`config.mk`:
```
export PLATFORM = sky130hd
export DESIGN_NAME = counter_updown_mod
export DESIGN_NICKNAME = d
export VERILOG_FILES = /design/src/rtl/counter_pkg.sv /design/src/rtl/tick_prescaler.sv /design/src/rtl/counter_updown_mod.sv
export SDC_FILE = /design/constraint.sdc
export NUM_CORES = 1
export LEC_CHECK = 0
export CAP_MARGIN = 0
export CORE_ASPECT_RATIO = 0.7
export CORE_UTILIZATION = 45
export CTS_CLUSTER_SIZE = 40
export DETAILED_ROUTE_END_ITERATION = 16
export PLACE_DENSITY = 0.91
export SLEW_MARGIN = 40
export SYNTH_ARGS = -nofsm -noshare
export SYNTH_HDL_FRONTEND = slang
export SYNTH_SLANG_ARGS = --single-unit
```
`constraint.sdc`:
```
create_clock -name clk -period 2.2 [get_ports clk]
set_clock_uncertainty 0.05 [all_clocks]
set_input_delay 0.44 -clock clk [delete_from_list [all_inputs] [get_ports clk]]
set_output_delay 0.44 -clock clk [all_outputs]
set_load 0.02 [all_outputs]
```
`src/rtl/counter_pkg.sv`:
```
// counter_pkg: shared types, width helpers and parameter checks for counter_updown_mod
package counter_pkg;
  typedef enum logic {DIR_DOWN, DIR_UP} count_dir_e;
  function automatic int pre_width(input int unsigned prescale);
    return prescale <= 2 ? 1 : $clog2(prescale);
  endfunction
  function automatic bit params_ok(input int width, input longint unsigned max_val,
                                   input int unsigned prescale);
    return width >= 2 && width <= 32 && max_val >= 1 &&
           max_val <= (64'd1 << width) - 1 && prescale >= 1 && prescale <= 65536;
  endfunction
endpackage

```
`src/rtl/tick_prescaler.sv`:
```
// tick_prescaler: emits one tick every PRESCALE enabled cycles
module tick_prescaler
  import counter_pkg::*;
#(
  parameter int unsigned PRESCALE = 1
) (
  input  logic clk,
  input  logic reset_n,
  input  logic clr,
  input  logic en,
  output logic tick
);
  if (PRESCALE == 1) begin : g_direct
    assign tick = en;
  end else begin : g_count
    localparam int PW = pre_width(PRESCALE);
    localparam logic [PW-1:0] LAST = PW'(PRESCALE - 1);
    logic [PW-1:0] pre;
    assign tick = en && pre == LAST;
    always_ff @(posedge clk or negedge reset_n)
      if (!reset_n) pre <= '0;
      else pre <= clr || tick ? '0 : en ? pre + 1'b1 : pre;
  end
endmodule

```
`src/rtl/counter_updown_mod.sv`:
```
// counter_updown_mod: up/down modulo counter with clear, load, prescaler,
// terminal-count pulse, sticky overflow and compare match
module counter_updown_mod
  import counter_pkg::*;
#(
  parameter int          WIDTH    = 8,
  parameter int unsigned MAX_VAL  = (1 << WIDTH) - 1,
  parameter int unsigned PRESCALE = 1,
  parameter bit          SATURATE = 0
) (
  input  logic             clk,
  input  logic             reset_n,
  input  logic             clear,
  input  logic             load,
  input  logic [WIDTH-1:0] load_data,
  input  logic             en,
  input  logic             up,
  input  logic [WIDTH-1:0] cmp_val,
  input  logic             ovf_clr,
  output logic [WIDTH-1:0] count,
  output logic             tc,
  output logic             cmp_match,
  output logic             ovf_sticky
);
  if (!params_ok(WIDTH, longint'(MAX_VAL), PRESCALE)) begin : g_bad_params
    $error("counter_updown_mod: illegal parameter combination");
  end
  localparam logic [WIDTH-1:0] MAX = WIDTH'(MAX_VAL);
  logic tick, at_max, at_min, wrap, tc_nxt;
  logic [WIDTH-1:0] nxt, ld_val;
  count_dir_e dir;
  tick_prescaler #(.PRESCALE(PRESCALE)) u_pre (
    .clk(clk), .reset_n(reset_n), .clr(clear || load), .en(en), .tick(tick)
  );
  assign dir    = count_dir_e'(up);
  assign at_max = count == MAX;
  assign at_min = count == '0;
  assign wrap   = tick && (dir == DIR_UP ? at_max : at_min);
  assign ld_val = load_data > MAX ? MAX : load_data;
  // bound checks come before +/-1, so the arithmetic never leaves WIDTH bits
  always_comb begin
    nxt = clear ? '0 : load ? ld_val : !tick ? count :
          dir == DIR_UP ? (at_max ? (SATURATE ? MAX : '0) : count + 1'b1) :
                          (at_min ? (SATURATE ? '0 : MAX) : count - 1'b1);
    tc_nxt = !clear && !load && wrap;
  end
  always_ff @(posedge clk or negedge reset_n)
    if (!reset_n) begin
      count      <= '0;
      tc         <= 1'b0;
      ovf_sticky <= 1'b0;
    end else begin
      count      <= nxt;
      tc         <= tc_nxt;
      ovf_sticky <= tc_nxt || (ovf_sticky && !ovf_clr);
    end
  assign cmp_match = count == cmp_val;
endmodule
```
---- Word level (Yosys, flattened, before mapping) ----
Cells that the tools add are included.
cells by class
  $add $sub $neg .......................... 2
  multipliers ............................. 0
  divide/modulo/power cells ............... 0
  magnitude comparators ................... 1
  equality and inequality tests ........... 2
  shifts and indexed selects .............. 0
  muxes and demuxes ....................... 8
  bitwise logic cells ..................... 0
  reductions and logical operators ........ 10
operator list
  kind                                                                count
  8-bit 2-to-1 mux                                                    7
  8-bit by 1-bit adder with 8-bit output, second input constant       1
  8-bit equality test                                                 1
  8-bit equality test, second input constant                          1
  8-bit > comparator, second input constant                           1
  8-bit logical NOT                                                   1
  8-bit by 1-bit subtractor with 8-bit output, second input constant  1
  1-bit logical AND                                                   4
  1-bit logical NOT                                                   3
  3-bit nonzero test                                                  1
  1-bit logical OR                                                    1
  1-bit 2-to-1 mux                                                    1
storage, ports and cells
  register bits after elaboration ......... 10
  latch bits .............................. 0
  memory bits (writable) .................. 0
  memory bits (read-only) ................. 0
  input port bits ......................... 23
  output and inout port bits .............. 11
  memories kept ........................... 0

---- Depth between registers and ports, before layout ----
  word-level depth ........................ 6
  gate-level depth with buffers ........... 8

---- Cells and area by module ----
From an unflattened synthesis, not the netlist that was laid out.
unflattened totals
  cell total of the unflattened synthesis .. 133
  area total of the unflattened synthesis .. 1098.6 um2
modules (own cells, without submodules)
  module              instances  cells an instance  area each (um2)
  counter_updown_mod  1          132                1091.0
  tick_prescaler      1          1                  7.5

---- Least setup slack after synthesis ----
No wires, ideal clock.
  kind .................................... register to register
  start ................................... register count[0]
  end ..................................... register count[7]
  arrival ................................. 1.678 ns
  data required time ...................... 2.014 ns
  path slack .............................. 0.337 ns
  cell stages (with the launch flop) ...... 8
  path buffers ............................ 1
  period minus slack after synthesis ...... 1.863 ns
  cells stage by stage .................... dfrtp_1 -> buf_2 -> inv_1 -> ha_1 -> or2_2 -> a211oi_1 -> a311o_1 -> o22ai_1
on the way
  longest elaborated chain between the ends .. 6
  elaborated cells between the ends (all ways) .. 10
  those cells by class .................... 2 x add/sub; 1 x eq/ne; 6 x mux; 1 x reduce/logical
ends and longest elaborated chain
  element                                                                    RTL line                                            RTL
  start, declared                                                            counter_updown_mod.sv:20                            output logic [WIDTH-1:0] count,
  start signal, assigned                                                     counter_updown_mod.sv:53                            count <= nxt;
  8-bit by 1-bit subtractor with 8-bit output, or another cell as far along  counter_updown_mod.sv:44                            (at_min ? (SATURATE ? '0 : MAX) : count - 1'b1);
  8-bit 2-to-1 mux, on equally long branches                                 counter_updown_mod.sv:44, counter_updown_mod.sv:43
  8-bit 2-to-1 mux *                                                         counter_updown_mod.sv:43                            dir == DIR_UP ? (at_max ? (SATURATE ? MAX : '0) : count + 1'b1) :
  8-bit 2-to-1 mux * (3 in series)                                           counter_updown_mod.sv:42                            nxt = clear ? '0 : load ? ld_val : !tick ? count :
Mark *: on every way between the ends. The rest lies on a longest branch, timed or not. The select of a mux whose other input is x is not followed.
A chain may end at the register's enable or synchronous reset.

---- Worst setup path in the final report ----
  start ................................... input cmp_val[4]
  end ..................................... output cmp_match
on the way
  longest elaborated chain between the ends .. 1
ends and longest elaborated chain
  element              RTL line                  RTL
  start, declared      counter_updown_mod.sv:18  input logic [WIDTH-1:0] cmp_val,
  8-bit equality test  counter_updown_mod.sv:57  assign cmp_match = count == cmp_val;
  end, declared        counter_updown_mod.sv:22  output logic cmp_match,
Every way passes these cells.

==> flow_metrics.tcl <==
set metrics [dict create \
    status "complete, no violations" \
    finalCritPeriodShare_pct 94.38 \
    synth_cell_types 38 \
    row_count 13 \
    vias_per_cell 5.860 \
    die_area_mm2 0.002414 \
    synth_top_cells_by_area "dfrtp_1 25%, xnor2_1 12%, a21oi_1 5.5%" \
    p_per_area_mw_per_mm2 474.8 \
    slowest_delay_ns 0.48 \
    num_vias 1131 \
    grt_usage_pct 27.26 \
    yosysTopAreaCell "dfrtp_1" \
    synthArstFlopShare_pct 100.0 \
    power.total_mw 0.6808 \
    critical_path_peak_fanout 1 \
    drive_above_1_share_pct 11.66 \
    syn_to_final_growth_pct 43.61 \
    fp.dieH_um 41.41 \
    hold_slack_ns 0.4605 \
    power_switching_mw 0.2336 \
    use_met3_pct 4.673 \
    synth.avg_cell_area_um2 7.988 \
    antenna_found_initial 0 \
    cp_top_family "buffers and inverters" \
    tightest_slew_ns 0.5316 \
    cts_resized 1 \
    clkLatencyLatePin_ns 0.27 \
    fin_setup_tns_ns 0 \
    cts_buffer_depth 2 \
    arrival_ns 1.59 \
    diodes 0 \
    routed_wl_um 3067 \
    drv_cap 0 \
    synth_warnings 0 \
    power.internal_mw 0.4472 \
    synth_ff_type "dfrtp_1" \
    synth_top_area_share_pct 25.06 \
    power.leakage_nw 0.5583 \
    synthesis.area_um2 998.5 \
    hold_class "input port to async pin" \
    start_util_pct 50.73 \
    post-route-min-period_ns 2.076 \
    tritoncts "done" \
    synth_nets 151 \
    crit_buf_inv 2 \
    core_area_mm2 0.001968 \
    cp.required_ns 1.71 \
    htreeDepth 1 \
    fmax_mhz 481.6 \
    peakVddDrop_v 0.0002717 \
    ys_seq_area_share_pct 25.06 \
    nets 190 \
    netSwitchingFraction_pct 34.31 \
    place_congestion 0.9067 \
    synth_seq_cells 10 \
    fin_util_pct 72.85 \
    die_w_um 58.30 \
    endpoint_kind "output pin" \
    dr.pass1.iters 4 \
    root_buffer "clkbuf_4" \
    postPlaceCellArea_mm2 0.001399 \
    port_buffers 33 \
    grt_pass1_vias 1128 \
    drtAntennaViolNets 0 \
    finalHoldViolations 0 \
    combinationalPowerShare_pct 44.5 \
    synth-edff-count 0 \
    wl_per_cell_um 15.89 \
    hold_buffers 0 \
    grt_max_degree 18 \
    dp_hpwl_um 2323 \
    cts_sinks 10 \
    drt_iter0_markers 60 \
    use_met1_pct 35.14 \
    cp-start-kind "input port" \
    fin_area_mm2 0.001434 \
    crit_type "input port to output pin" \
    synth.most_common_cell "xnor2_1" \
    drc 0 \
    synth_common_cells "14 x xnor2_1, 12 x nor2_1, 11 x a21oi_1" \
    rsz0062_at_grt "no" \
    numCtsBuffers 3 \
    synth_cells 125 \
    overflow 0 \
    setup_viol 0 \
    io_pins 34 \
    path_cells "clkdlybuf4s50_1, xnor2_1, nand4_1, nor2_1, dlygate4sd2_1" \
    postCtsSetupBuffers 0 \
    clock_power_share_pct 25.1 \
    grt.busiest_layer "met2" \
    slew_headroom_pct 64.45 \
    fillerInstances 168 \
    grt_pass1_wl_um 5043 \
    use_met2_pct 44.83 \
    seqPwrFrac_pct 30.4 \
    clk_pin_slew_ns 0.07 \
    slowest_stage "clkdlybuf4s50_1" \
    slew_viol_final 0 \
]
[worst reg2reg max path: cells and delay by family, from the launching register on]
family	cells	cell delay (ns)
DFF	1	0.41
AOI/OAI and AO/OA	2	0.51
adders and majority gates	1	0.20
and+or+nand+nor	2	0.31
buffers and inverters	2	0.30
[kinds of logic after synthesis]
kind of cell | share of synthesized area, %
AO/OA/AOI/OAI | 23.81
XOR/XNOR | 14.04
adder cells (fa/ha/maj) | 3.760
buffers and inverters | 8.396
flip-flops | 25.06
multiplexers | 1.003
AND/OR/NAND/NOR | 23.94
[cell type report]
cell class                      count  area (um2)  share of cell area (%)
Multi-Input combinational cell     98       664.4                   46.33
Timing Repair Buffer               46       426.7                   29.76
Sequential cell                    10       250.2                   17.45
Tap cell                           30       37.54                   2.618
Clock buffer                        4       36.28                   2.531
Inverter                            5       18.77                   1.309
[per-layer routing]
metal  vias up  part of all wire, %
li1        521                    -
met1       520                   44
met2        75                   45
met3        15                  8.2
met4         0                  2.6
met5         -                    0
[cells in the final DEF (no fill, tap or decap), types with 4 or more instances in the layout]
cell and instances:
clkdlybuf4s50_1 32, xnor2_1 14, buf_4 13, nor2_1 12, a21oi_1 11, dfrtp_1 10
nand2_1 6, inv_1 5, nor3b_1 5, o22ai_1 4
[worst paths after layout]
kind	start	to	slack [ns]	cells after the start
max	cmp_val[4]	cmp_match	0.12	5
min	reset_n	count[7]$_DFFE_PN0P_	0.46	1
max reg2reg	count[0]$_DFFE_PN0P_	count[5]$_DFFE_PN0P_	0.31	7
min reg2reg	ovf_sticky$_DFF_PN0_	ovf_sticky$_DFF_PN0_	0.52	2
max in group asynchronous	reset_n	tc$_DFF_PN0_	1.28	1
min in group clk	ovf_sticky$_DFF_PN0_	ovf_sticky$_DFF_PN0_	0.52	2
[registers in the layout, summed over array words and instances, names as in the netlist]
| register | cells |
|---|---|
| tc | 1 |
| count | 8 |
| ovf_sticky | 1 |
[stage by stage]
stage          std cells  worst slack, ns
6_report             193           0.1236
5_1_grt              193         0.002590
4_1_cts              193           0.1205
3_5_place_dp         189          -0.1512
3_3_place_gp         189          -0.1311
2_1_floorplan        125           0.3365
[power by group through the flow]
stage               logic [mW]  registers (mW)  clock network (mW)
floorplan                0.163           0.225                   0
global placement         0.287           0.210                   0
detailed placement       0.297           0.210                   0
CTS                      0.299           0.207               0.174
global route             0.325           0.208               0.188
finish                   0.303           0.207               0.171
Power figures use the tool's default switching activity.
